File: src/rtl/axis_pkg.sv
// Shared definitions for the LFSR test-pattern AXI-Stream link: polynomials, seeds, lock states.
package axis_pkg;

  // x^64+x^63+x^61+x^60+1, Fibonacci form shifting towards the MSB
  localparam logic [63:0] LFSR_TAPS = 64'hD800_0000_0000_0000;

  // x^16+x^14+x^13+x^11+1, Fibonacci form shifting towards the LSB
  localparam logic [15:0] BP_TAPS = 16'h002D;
  localparam logic [15:0] BP_SEED = 16'hACE1;

  typedef enum logic {
    ST_UNLOCKED = 1'b0,
    ST_LOCKED   = 1'b1
  } lock_st_e;

  function automatic logic [63:0] lfsr_next(input logic [63:0] s);
    return {s[62:0], ^(s & LFSR_TAPS)};
  endfunction

  function automatic logic [15:0] bp_next(input logic [15:0] s);
    return {^(s & BP_TAPS), s[15:1]};
  endfunction

endpackage

File: src/rtl/lfsr_64bit_ld.sv
// Loadable 64-bit LFSR that holds the checker's prediction of the next source word.
module lfsr_64bit_ld
  import axis_pkg::*;
(
  input  logic        clk,
  input  logic        a_rst,
  input  logic        ld,
  input  logic [63:0] ld_val,
  input  logic        adv,
  output logic [63:0] q
);

  logic [63:0] q_q, q_d;

  always_comb begin
    q_d = q_q;
    if (ld)       q_d = ld_val;
    else if (adv) q_d = lfsr_next(q_q);
  end

  always_ff @(posedge clk or posedge a_rst) begin
    if (a_rst) q_q <= '0;
    else       q_q <= q_d;
  end

  assign q = q_q;

endmodule

File: config.mk
export PLATFORM = sky130hd
export DESIGN_NAME = lfsr_64bit_ld
export DESIGN_NICKNAME = d
export VERILOG_FILES = /design/src/rtl/axis_pkg.sv /design/src/rtl/lfsr_64bit_ld.sv
export SDC_FILE = /design/constraint.sdc
export NUM_CORES = 1
export LEC_CHECK = 0
export CORE_ASPECT_RATIO = 0.9
export CORE_MARGIN = 4
export CORE_UTILIZATION = 38
export DETAILED_ROUTE_END_ITERATION = 7
export PLACE_DENSITY = 0.77
export SETUP_SLACK_MARGIN = 0.02
export SLEW_MARGIN = 20
export SYNTH_ARGS = -nofsm -noshare
export SYNTH_HDL_FRONTEND = slang
export SYNTH_SLANG_ARGS = --single-unit
File: constraint.sdc
create_clock -name clk -period 2.14 [get_ports clk]
set_input_delay 0.428 -clock clk [delete_from_list [all_inputs] [get_ports clk]]
set_output_delay 0.428 -clock clk [all_outputs]
set_load 0.05 [all_outputs]
* Yosys cells after proc, flatten, opt, wreduce, memory -nomap -nowiden
Cells that the tools add are included.
** Word-level totals
- Output and inout bits :: 64
- Word-level logic and storage cells :: 5
- Bits in registers :: 64
** Cells by class
- Muxes and demuxes :: 2
- Reduce and logical (&&, ||, !) cells :: 2
** Operator list (count)
- $mux W64 :: 2
- $reduce_xor A64 Y1 :: 1
- $reduce_bool A2 Y1 :: 1

* Logic depth before layout (Yosys ltp)
Gate-level depths: netlist of run 1.
- Word-level depth :: 3
- Gate-level depth with buffers :: 5
- Depth with buffers taken out :: 3

* Least setup slack after synthesis of run 1
No wires, ideal clock.
- Kind :: register -> register
- Start :: register q_q[59], in the netlist q[59]
- End :: register q_q[0], in the netlist q[0]
- Arrival :: 1.058 ns
- Setup time :: 0.124 ns
- Buffers on the path :: 0
- Path slack :: 0.958 ns
- Clock period less this slack :: 1.182 ns
- Required time :: 2.016 ns
- Cell stages (with the launch flop) :: 4
- Cell sequence :: dfrtp_1 -> xor2_1 -> xnor2_1 -> o21ai_1
** On the way
- Cells in the longest elaborated chain, start to end :: 3
** Ends and longest elaborated chain
- from (decl) :: RTL line lfsr_64bit_ld.sv:13 : logic [63:0] q_q, q_d;
- from (signal assigned) :: RTL line lfsr_64bit_ld.sv:23 : else q_q <= q_d;
- $reduce_xor A64 Y1 :: RTL line axis_pkg.sv:17 : return {s[62:0], ^(s & LFSR_TAPS)};
- $mux W64 :: RTL line lfsr_64bit_ld.sv:18 : else if (adv) q_d = lfsr_next(q_q);
- $mux W64 :: RTL line lfsr_64bit_ld.sv:17 : if (ld) q_d = ld_val;
Every way passes these cells. The select of a mux whose other input is x is not followed.
A chain may end at the register's enable or synchronous reset.

* Final worst setup path of run 1
- Start :: register q_q[62], in the netlist q[62]
- End :: output q[62]
** RTL lines
- to (decl) :: RTL line lfsr_64bit_ld.sv:10 : output logic [63:0] q
No word-level cell between the ends.

==> impl_results.md, run 1 <==
- Post-Synth XOR/XNOR Area: 0.878%
- Warnings, synthesis: 0
- ANT cells: 0
- #FFs+latches synth: 64
- Worst skew pair latency: 0.33 ns
- Hold Vio Cnt, Final: 0
- IO Count: ~130
- Clock Sinks: 64
- Die X: 102 um
- Initial antenna violation count: 0
- Placed Instances: 493
- Vias per cell: a little under 5
- Gate Count Post-Synth: 282
- CTS Hold Buffers Added: 0
- Fin crit share: 93.9%
- # fillers: 685
- Slowest library cell on the worst path: clkdlybuf4s50_1
- Post-synthesis sequential area ratio: between 50% and 60%
- Post-detail-place hpwl: 5170 um
- Worst reg2reg setup slack: roughly 1.2 ns
- Worst r2r path cells: 3
- Clk slew on worst S/H paths: 0.07 ns
- Routability congestion estimate from global placement: 0.741
- Mux cell area share after synthesis: 21.1%
- Adder-cell share of the synthesized area: 0%
- Critical path launch point: q[62]
- Mapped Area: 2990 um^2
- Cell depth of the worst setup path: 1
- Largest register FFs: 64
- Initial Utilization: 39.3%
- WP buf/inv: 1
- CTS root buffer: clkbuf_8
- RSZ-0062 raised after global routing: false
- Setup Fix Bufs, Post-CTS: 0
- Drt total wl: 7300 um
- TritonCTS Buffers: 9
- Clock buffer depth: 2
- CP top delay family: buffers and inverters
- Worst setup path class: reg2out
- Row count: 30
- Number of global-route vias before repair: roughly 2400
- Max FO, Critical Path: 4
- DR vias: 2468
- PostCTS Resize Cnt: 0
- Wirelength per Cell: between 10 and 15 um
- Worst EP arrival: 1.58 ns
- Max IR drop VDD: approximately 550 uV
- Final net count: 476
- Overflow after GRT: 0
- Core area: about 7600 um^2
- All-Layer GR Usage: 15.7%
- Max frequency: 498 MHz
- Drc violations: 0
- Worst-margin pin slew: around 0.52 ns
- Slew Limit Fails: 0
- Min Tclk post-route: 2.01 ns
- Utilization after layout: 59.6%
- P_leak: ~2.0 nW
- Complex-gate fraction of the synthesized area: 10.9%
- TritonCTS clock tree: done
- Power Dens Cells: 802 nW/um^2
- R2R Path Start: q[62]
- Clock Skew: 0.00601 ns
- Routed Antenna Nets: 0
- Largest family of logic cells by synthesized area: multiplexers
- Die Y: 92.2 um
- CP max stage delay: 0.84 ns
- Required arrival time at the worst endpoint: 1.71 ns
- Status: complete, no violations
- Non-filler cells, final: 509
- Worst-path cell chain: clkdlybuf4s50_1
- DR iter-0 viols: 33
- Synth cell types: 16
- Area grow syn2layout: 51.6%
- Slew HR: 65.0%
- Setup-failing EPs final: 0
- CP endpoint: q[62]
- Sum of negative setup slack: 0 ns
- Worst min path class: in2reg
- RR Endpoint: q[0]
- Die ar.: 9360 um^2
- Share of layout cells above drive strength 1: between 5 and 6%
- Total of max-cap violations: 0
- Pin count of the biggest net entering global routing: 66
- Simple-gate share of the synthesized area: 8.36%
- Drt first pass iters: 4
- Syn Area/Cell: 10.6 um^2
- Startpoint class of the critical path: register
- Crit end category: output port
- Port Buf Inserts: 131
- First-pass GRT wire length: 11600 um
- Syn Nets: 350
- H-tree lvl count: 3
## synthesized netlist by cell type
cell type	count	share of area (%)
dfrtp_1	64	54
mux2i_1	63	21
buf_8	5	2.5
xor2_1	2	0.59
nand2_1	63	7.9
a21oi_1	1	0.17
o21ai_1	62	10
nand2b_1	1	0.21
buf_2	7	1.2
clkbuf_1	7	0.88
o21ai_0	2	0.33
xnor2_1	1	0.29
buf_4	1	0.25
inv_1	1	0.13
buf_6	1	0.38
nor3b_1	1	0.25
## stage by stage
step	instance area (um^2)	setup WS, ns	hold slack [ns]	power (mW)
2_1_floorplan	2990	0.114	0.549	2.19
3_3_place_gp	4340	0.466	0.558	2.63
3_5_place_dp	4340	0.470	0.569	2.65
4_1_cts	4540	0.0913	0.477	3.70
5_1_grt	4540	0.0585	0.488	3.83
6_report	4540	0.131	0.495	3.64
## worst min path at each step
stage | start | to | depth (start not counted)
3_5_place_dp | q[7] | q[7] | 2
2_1_floorplan | ld_val[21] | q[21] | 2
6_report | ld | q[7] | 3
4_1_cts | ld | q[7] | 3
5_1_grt | ld | q[2] | 3
3_3_place_gp | q[55] | q[56] | 2
## cell usage in the layout, fill, tap and decap left out
cell	n
clkbuf_8	11
bufinv_16	1
a21oi_1	1
o21ai_1	62
nand2_1	63
clkinv_2	2
xnor2_1	1
mux2i_1	63
clkdlybuf4s50_1	129
nor3b_1	1
inv_2	1
dfrtp_1	64
xor2_1	2
buf_12	3
o21ai_0	2
clkbuf_1	2
nand2b_1	1
buf_4	4
## per-layer routing
metal	routed length, um	up-vias	GRT usage [%]
met5	0	-	0
met4	87	0	5.32
met3	560	12	5.93
met2	3430	80	24.3
met1	3220	1158	20.1
li1	-	1218	-
## report_power, final
part | internal, mW | switching, mW
sequential | 1.34 | 0.107
combinational | 0.459 | 0.710
clock | 0.599 | 0.426
## cells by family after synthesis
group           Yosys count
mux                      63
simple gates             65
compound gates           65
buf+inv                  22
xor+xnor                  3
flops                    64
## layout make-up
type | instances | area (um^2) | share of cell area (%)
clock inverters | 3 | 40.0 | 0.882
repair buffers | 136 | 1380 | 30.4
inverters | 1 | 3.75 | 0.0827
clock buffers | 13 | 159 | 3.50
well taps | 96 | 120 | 2.65
multi-input cells | 196 | 1230 | 27.2
flip-flops and latches | 64 | 1600 | 35.3
(Power assumes the default switching activity.)
==> run 2: changes to the inputs <==
--- a/config.mk
+++ b/config.mk
@@ -5,11 +5,13 @@
 export SDC_FILE = /design/constraint.sdc
 export NUM_CORES = 1
 export LEC_CHECK = 0
+export CELL_PAD_IN_SITES_DETAIL_PLACEMENT = 0
+export CELL_PAD_IN_SITES_GLOBAL_PLACEMENT = 1
 export CORE_ASPECT_RATIO = 0.9
 export CORE_MARGIN = 4
-export CORE_UTILIZATION = 38
+export CORE_UTILIZATION = 28
 export DETAILED_ROUTE_END_ITERATION = 7
-export PLACE_DENSITY = 0.77
+export PLACE_DENSITY_LB_ADDON = 0.1
 export SETUP_SLACK_MARGIN = 0.02
 export SLEW_MARGIN = 20
 export SYNTH_ARGS = -nofsm -noshare
==> constraint.sdc (replaced) <==
create_clock -name clk -period 2.14 [get_ports clk]
set_input_delay 0.428 -clock clk [delete_from_list [all_inputs] [get_ports clk]]
set_output_delay 0.428 -clock clk [all_outputs]
set_load 0.1 [all_outputs]
==> run 2 against run 1 <==
Effect of this change:
- non-clock buffer count grew 1
- sequential power barely moved
- wire length up 10%
- core utilization down 16 points
- cell count rose by 6.5%
- highest routed layer unchanged
- global-route usage is 2.6 points lower
- register-to-register slack lost 0.02 ns
- largest cell class unchanged
- sequential share of layout area up 0.33 points
- first-iteration DRC count grew to 3.2 times the previous value
- critical path depth stayed put
- critical path type unchanged
==> impl_results.md, run 2 (synthesized netlist as in run 1, its figures left out) <==
- Overflow after GRT: 0 (unchanged)
- Power Dens Cells: 968 nW/um^2 (was 802 nW/um^2)
- TritonCTS clock tree: done (unchanged)
- Drc violations: 0 (unchanged)
- Min Tclk post-route: 1.49 ns (was 2.01 ns)
- Row count: 35 (was 30)
- Max frequency: 673 MHz (was 498 MHz)
- Initial antenna violation count: 0 (unchanged)
- Die Y: 106 um (was 92.2 um)
- First-pass GRT wire length: 12900 um (was 11600 um)
- Max FO, Critical Path: 4 (unchanged)
- Slew Limit Fails: 0 (unchanged)
- Slew HR: 74.4% (was 65.0%)
- Setup-failing EPs final: 0 (unchanged)
- Drt total wl: 8050 um (was 7300 um)
- Final instance area: 4500 um^2 (was 4540 um^2)
- Place WS: 0.649 ns (was 0.470 ns)
- Worst hold margin: 0.493 ns (was 0.495 ns)
- Crit end category: output port (unchanged)
- Internal power: 2.52 mW (was 2.40 mW)
- CTS root buffer: clkbuf_16 (was clkbuf_8)
- Sum of negative setup slack: 0 ns (unchanged)
- Die ar.: 12400 um^2 (was 9360 um^2)
- DR vias: 2440 (was 2468)
- Worst EP arrival: 1.06 ns (was 1.58 ns)
- Setup Fix Bufs, Post-CTS: 0 (unchanged)
- Flop pwr share: 33.4% (was 39.7%)
- Vias per cell: 4.50 (was 4.85)
- Worst-path cell chain: buf_4 (was clkdlybuf4s50_1)
- Total power: 4.35 mW (was 3.64 mW)
- Wirelength per Cell: 14.9 um (was 14.3 um)
- All-Layer GR Usage: 13.0% (was 15.7%)
- PostCTS Resize Cnt: 0 (unchanged)
- Routability congestion estimate from global placement: 0.684 (was 0.741)
- Clk slew on worst S/H paths: 0.05 ns (was 0.07 ns)
- Worst setup path class: reg2out (unchanged)
- CTS Hold Buffers Added: 0 (unchanged)
- Utilization after layout: 43.5% (was 59.6%)
- Number of global-route vias before repair: 2553 (was 2405)
- ANT cells: 0 (unchanged)
- Clock Skew: 0.00727 ns (was 0.00601 ns)
- Core area: 10300 um^2 (was 7620 um^2)
- Clock buffer depth: 2 (unchanged)
- IO Count: 132 (unchanged)
- Most frequent cells in the layout: buf_4, clkdlybuf4s50_1, dfrtp_1, mux2i_1, nand2_1 (was clkdlybuf4s50_1, dfrtp_1, mux2i_1, nand2_1, o21ai_1)
- Startpoint class of the critical path: register (unchanged)
- Placed Instances: 527 (was 493)
- Largest register FFs: 64 (unchanged)
- Slowest library cell on the worst path: dfrtp_1 (was clkdlybuf4s50_1)
- Area grow syn2layout: 50.2% (was 51.6%)
- Pin count of the biggest net entering global routing: 69 (was 66)
- Most common cell after layout, fill and taps aside: buf_4 (was clkdlybuf4s50_1)
- Fin crit share: 69.5% (was 93.9%)
- Worst-margin pin slew: 0.385 ns (was 0.524 ns)
- Non-filler cells, final: 542 (was 509)
- Hold Vio Cnt, Final: 0 (unchanged)
- CP top delay family: flip-flops (was buffers and inverters)
- RSZ-0062 raised after global routing: false (unchanged)
- Required arrival time at the worst endpoint: 1.71 ns (about the same)
- Post-detail-place hpwl: 5630 um (was 5170 um)
- Port Buf Inserts: 131 (unchanged)
- Max IR drop VDD: 334 uV (was 552 uV)
- Total of max-cap violations: 0 (unchanged)
- TritonCTS Buffers: 9 (unchanged)
- Sw Share: 42.0% (was 34.2%)
- WP buf/inv: 1 (unchanged)
- Routed Antenna Nets: 0 (unchanged)
- Die X: 117 um (was 102 um)
- Worst skew pair latency: 0.32 ns (was 0.33 ns)
- PnR worst setup slack: 0.654 ns (was 0.131 ns)
- Post-DP Area: 4240 um^2 (was 4340 um^2)
- Sw Pwr: 1.83 mW (was 1.24 mW)
- Share of layout cells above drive strength 1: 20.8% (was 5.33%)
- Drt first pass iters: 4 (unchanged)
- Final net count: 477 (was 476)
- DR iter-0 viols: 104 (was 33)
- CP max stage delay: 0.41 ns (was 0.84 ns)
- H-tree lvl count: 3 (unchanged)
- Status: complete, no violations (unchanged)
- Gate power share: 37.4% (was 32.1%)
- Worst min path class: in2reg (unchanged)
- Clock Sinks: 64 (unchanged)
- P_leak: 2.14 nW (was 2.04 nW)
- Clock network power share: 29.2% (was 28.2%)
- Initial Utilization: 29.0% (was 39.3%)
[run 2: cell types whose count changed in the layout (fill, tap and decap cells not counted)]
cell and delta:
clkinv_2 +1, clkbuf_8 -11, buf_4 +64, buf_12 +1, clkdlybuf4s50_1 -64, clkinvlp_4 +1, bufinv_16 -1, clkbuf_16 +9
[run 2: power by group through the flow]
stage               combinational [mW]  clock (mW)  sequential (mW)
floorplan                        0.292           0             2.39
global placement                  1.64           0             1.47
detailed placement                1.64           0             1.47
CTS                               1.64        1.32             1.46
global route                      1.70        1.37             1.48
finish                            1.63        1.27             1.45
[run 2: routing by layer]
metal / vias to the layer above / GRT usage [%] / wire length, um
li1: 1224 / - / -
met1: 1125 / 18.5 / 3780
met2: 81 / 18.8 / 3610
met3: 10 / 4.61 / 581
met4: 0 / 3.44 / 87
met5: - / 0 / 0
[run 2: worst reg2reg max path, stage by stage, from the launching register on]
cell	delay [ns]
dfrtp_1	0.42
xor2_1	0.19
xnor2_1	0.18
o21ai_1	0.08
[run 2: area by class of cell]
type | instances | area (um^2)
fill | 1034 | 5840
sequential | 64 | 1600
multi-input combinational | 196 | 1230
clock inverter | 4 | 22.5
tap | 129 | 161
timing repair buffer | 137 | 1240
inverter | 1 | 3.75
clock buffer | 11 | 233
[run 2: worst paths after layout]
path | endpoint | slack [ns] | cells past startpoint | from
max | q[59] | 0.65 | 1 | q[59]
min | q[6] | 0.49 | 3 | ld
max reg2reg | q[0] | 1.16 | 3 | q[62]
min reg2reg | q[34] | 0.58 | 2 | q[33]
max in group asynchronous | q[14] | 1.36 | 3 | a_rst
min in group asynchronous | q[41] | 0.51 | 3 | a_rst
==> run 3: changes to the inputs <==
--- a/config.mk
+++ b/config.mk
@@ -9,7 +9,7 @@
 export CELL_PAD_IN_SITES_GLOBAL_PLACEMENT = 1
 export CORE_ASPECT_RATIO = 0.9
 export CORE_MARGIN = 4
-export CORE_UTILIZATION = 28
+export CORE_UTILIZATION = 31
 export DETAILED_ROUTE_END_ITERATION = 7
 export PLACE_DENSITY_LB_ADDON = 0.1
 export SETUP_SLACK_MARGIN = 0.02
==> constraint.sdc (replaced) <==
create_clock -name clk -period 1.52 [get_ports clk]
set_input_delay 0.304 -clock clk [delete_from_list [all_inputs] [get_ports clk]]
set_output_delay 0.304 -clock clk [all_outputs]
set_load 0.1 [all_outputs]
==> run 3 against run 2 <==
Effect of this change:
- register-to-register slack worse by 0.64 ns
- sequential power increased by 48%
- die area decreased by 9.0%
- combinational power up 70%
- cell area is 18% higher
- core utilization grew 14 points
- sequential cell count is the same
- wire length barely moved
- via count rose by 2.9%
- clock power grew 17%
- clock skew rose by 0.0010 ns
==> impl_results.md, run 3 (synthesized netlist as in run 1, its figures left out) <==
- Overflow after GRT: 0 (unchanged)
- RR Endpoint: q[0] (unchanged)
- Status: complete, no violations (unchanged)
- Worst setup path class: reg2out (unchanged)
- Drc violations: 0 (unchanged)
- PostCTS Resize Cnt: 0 (unchanged)
- Die X: 112 um (was 117 um)
- Max FO, Critical Path: 4 (unchanged)
- Worst min path class: in2async (was in2reg)
- Required arrival time at the worst endpoint: 1.22 ns (was 1.71 ns)
- Sw Share: 40.8% (was 42.0%)
- TritonCTS clock tree: done (unchanged)
- Wirelength per Cell: 14.9 um (about the same)
- Clk slew on worst S/H paths: 0.07 ns (was 0.05 ns)
- Worst-path cell chain: buf_12 (was buf_4)
- Worst EP arrival: 1.00 ns (was 1.06 ns)
- Port Buf Inserts: 131 (unchanged)
- Number of global-route vias before repair: 2627 (was 2553)
- Worst r2r path cells: 3 (unchanged)
- H-tree lvl count: 3 (unchanged)
- CTS Hold Buffers Added: 0 (unchanged)
- Row count: 33 (was 35)
- Hold Vio Cnt, Final: 0 (unchanged)
- Vias per cell: 4.64 (was 4.50)
- Fin crit share: around 86%
- DR vias: 2510 (was 2440)
- Most common cell after layout, fill and taps aside: buf_12 (was buf_4)
- P_leak: 2.43 nW (was 2.14 nW)
- Setup-failing EPs final: 0 (unchanged)
- Worst skew pair latency: 0.33 ns (was 0.32 ns)
- Pin count of the biggest net entering global routing: 40 (was 69)
- Internal power: 3.78 mW (was 2.52 mW)
- WP buf/inv: 1 (unchanged)
- Clock Skew: 0.00829 ns (was 0.00727 ns)
- RSZ-0062 raised after global routing: false (unchanged)
- Sw Pwr: 2.61 mW (was 1.83 mW)
- Clock network power share: 23.2% (was 29.2%)
- CTS root buffer: clkbuf_8 (was clkbuf_16)
- Routability congestion estimate from global placement: 0.768 (was 0.684)
- Flop pwr share: 33.5% (was 33.4%)
- CP max stage delay: 0.47 ns (was 0.41 ns)
- Final net count: 482 (was 477)
- CP top delay family: flip-flops (unchanged)
- First-pass GRT wire length: 13300 um (was 12900 um)
- Slowest library cell on the worst path: dfrtp_1 (unchanged)
- Worst-margin pin slew: 0.357 ns (was 0.385 ns)
- Worst reg2reg setup slack: 0.52 ns (was 1.16 ns)
- Post-detail-place hpwl: 6010 um (was 5630 um)
- Largest register FFs: 64 (unchanged)
- Power Dens Cells: 1200 nW/um^2 (was 968 nW/um^2)
- Core area: 9250 um^2 (was 10300 um^2)
- R2R Path Start: q[62] (unchanged)
- Total power: 6.39 mW (was 4.35 mW)
- Gate power share: 43.3% (was 37.4%)
- Initial Utilization: 32.4% (was 29.0%)
- Setup Fix Bufs, Post-CTS: 0 (unchanged)
- Max frequency: 767 MHz
- Sum of negative setup slack: 0 ns (unchanged)
- Slew HR: 76.2% (was 74.4%)
- Clock Sinks: 64 (unchanged)
- Routed Antenna Nets: 0 (unchanged)
- Crit end category: output port (unchanged)
- Startpoint class of the critical path: register (unchanged)
- Worst hold margin: 0.378 ns (was 0.493 ns)
- Area grow syn2layout: 77.8% (was 50.2%)
- All-Layer GR Usage: 14.7% (was 13.0%)
- Total of max-cap violations: 0 (unchanged)
- IO Count: 132 (unchanged)
- Max IR drop VDD: 510 uV (was 334 uV)
- Drt total wl: 8060 um (was 8050 um)
- Slew Limit Fails: 0 (unchanged)
- DR iter-0 viols: 111 (was 104)
- Initial antenna violation count: 0 (unchanged)
- Die ar.: 11300 um^2 (was 12400 um^2)
- TritonCTS Buffers: 9 (unchanged)
- Die Y: 101 um (was 106 um)
- Clock buffer depth: 2 (unchanged)
- Share of layout cells above drive strength 1: 22.0% (was 20.8%)
- Most frequent cells in the layout: buf_12, clkdlybuf4s50_1, dfrtp_1, mux2i_1, nand2_1 (was buf_4, clkdlybuf4s50_1, dfrtp_1, mux2i_1, nand2_1)
- Drt first pass iters: 4 (unchanged)
- Min Tclk post-route: 1.30 ns
- ANT cells: 0 (unchanged)
==> run 3: cell types whose count changed in the layout (fill, tap and decap cells not counted), sizes merged <==
cell | previous run | this run
clkinv | 3 | 2
inv | 1 | 0
buf | 72 | 77
clkbuf | 11 | 13
bufinv | 0 | 1
==> run 3: worst register-to-register path, stage by stage, from the launching register on <==
cell     delay (ns)
dfrtp_1        0.45
xor2_1         0.20
xnor2_1        0.16
o21ai_1        0.08
==> run 3: worst max path at each step <==
| stage | depth (start not counted) | slack [ns] | end | from |
|---|---|---|---|---|
| floorplan | 3 | 0.02 | q[0] | q[59] |
| global placement | 4 | 0.29 | q[23] | adv |
| detailed placement | 4 | 0.26 | q[32] | adv |
| CTS | 1 | 0.19 | q[59] | q[59] |
| global route | 1 | 0.16 | q[62] | q[62] |
| finish | 1 | 0.22 | q[59] | q[59] |
==> run 3: area by class of cell <==
type                            instances  area (um^2)
Sequential cell                        64         1600
Multi-Input combinational cell        196         1230
Timing Repair Buffer                  142         2130
Clock inverter                          3         40.0
Inverter                                1         7.51
Tap cell                              122          153
Clock buffer                           13          159
Fill cell                             827         3930
==> run 3: through the flow <==
| step | utilization [%] | setup WS (ns) | instance area (um^2) | instances |
|---|---|---|---|---|
| floorplan | - | 0.0241 | 3000 | 282 |
| CTS | 57.5 | 0.188 | 5320 | 541 |
| detailed placement | 55.4 | 0.263 | 5120 | 525 |
| global placement | 55.4 | 0.293 | 5120 | 525 |
| finish | 57.5 | 0.216 | 5320 | 541 |
| global route | 57.5 | 0.165 | 5320 | 541 |
==> run 3: layer usage <==
| metal | part of all wire [%] | GRT usage [%] | vias to the layer above |
|---|---|---|---|
| met2 | 47 | 23.0 | 78 |
| met3 | 7.1 | 5.02 | 8 |
| li1 | - | - | 1230 |
| met5 | 0 | 0 | - |
| met4 | 1.2 | 5.05 | 0 |
| met1 | 45 | 19.2 | 1194 |
==> run 3: power groups by stage <==
stage               clock network (mW)  logic, mW  registers [mW]
floorplan                            0      0.411            3.36
global placement                     0       2.78            2.17
detailed placement                   0       2.79            2.17
CTS                               1.53       2.80            2.14
global route                      1.64       2.88            2.17
finish                            1.48       2.77            2.14
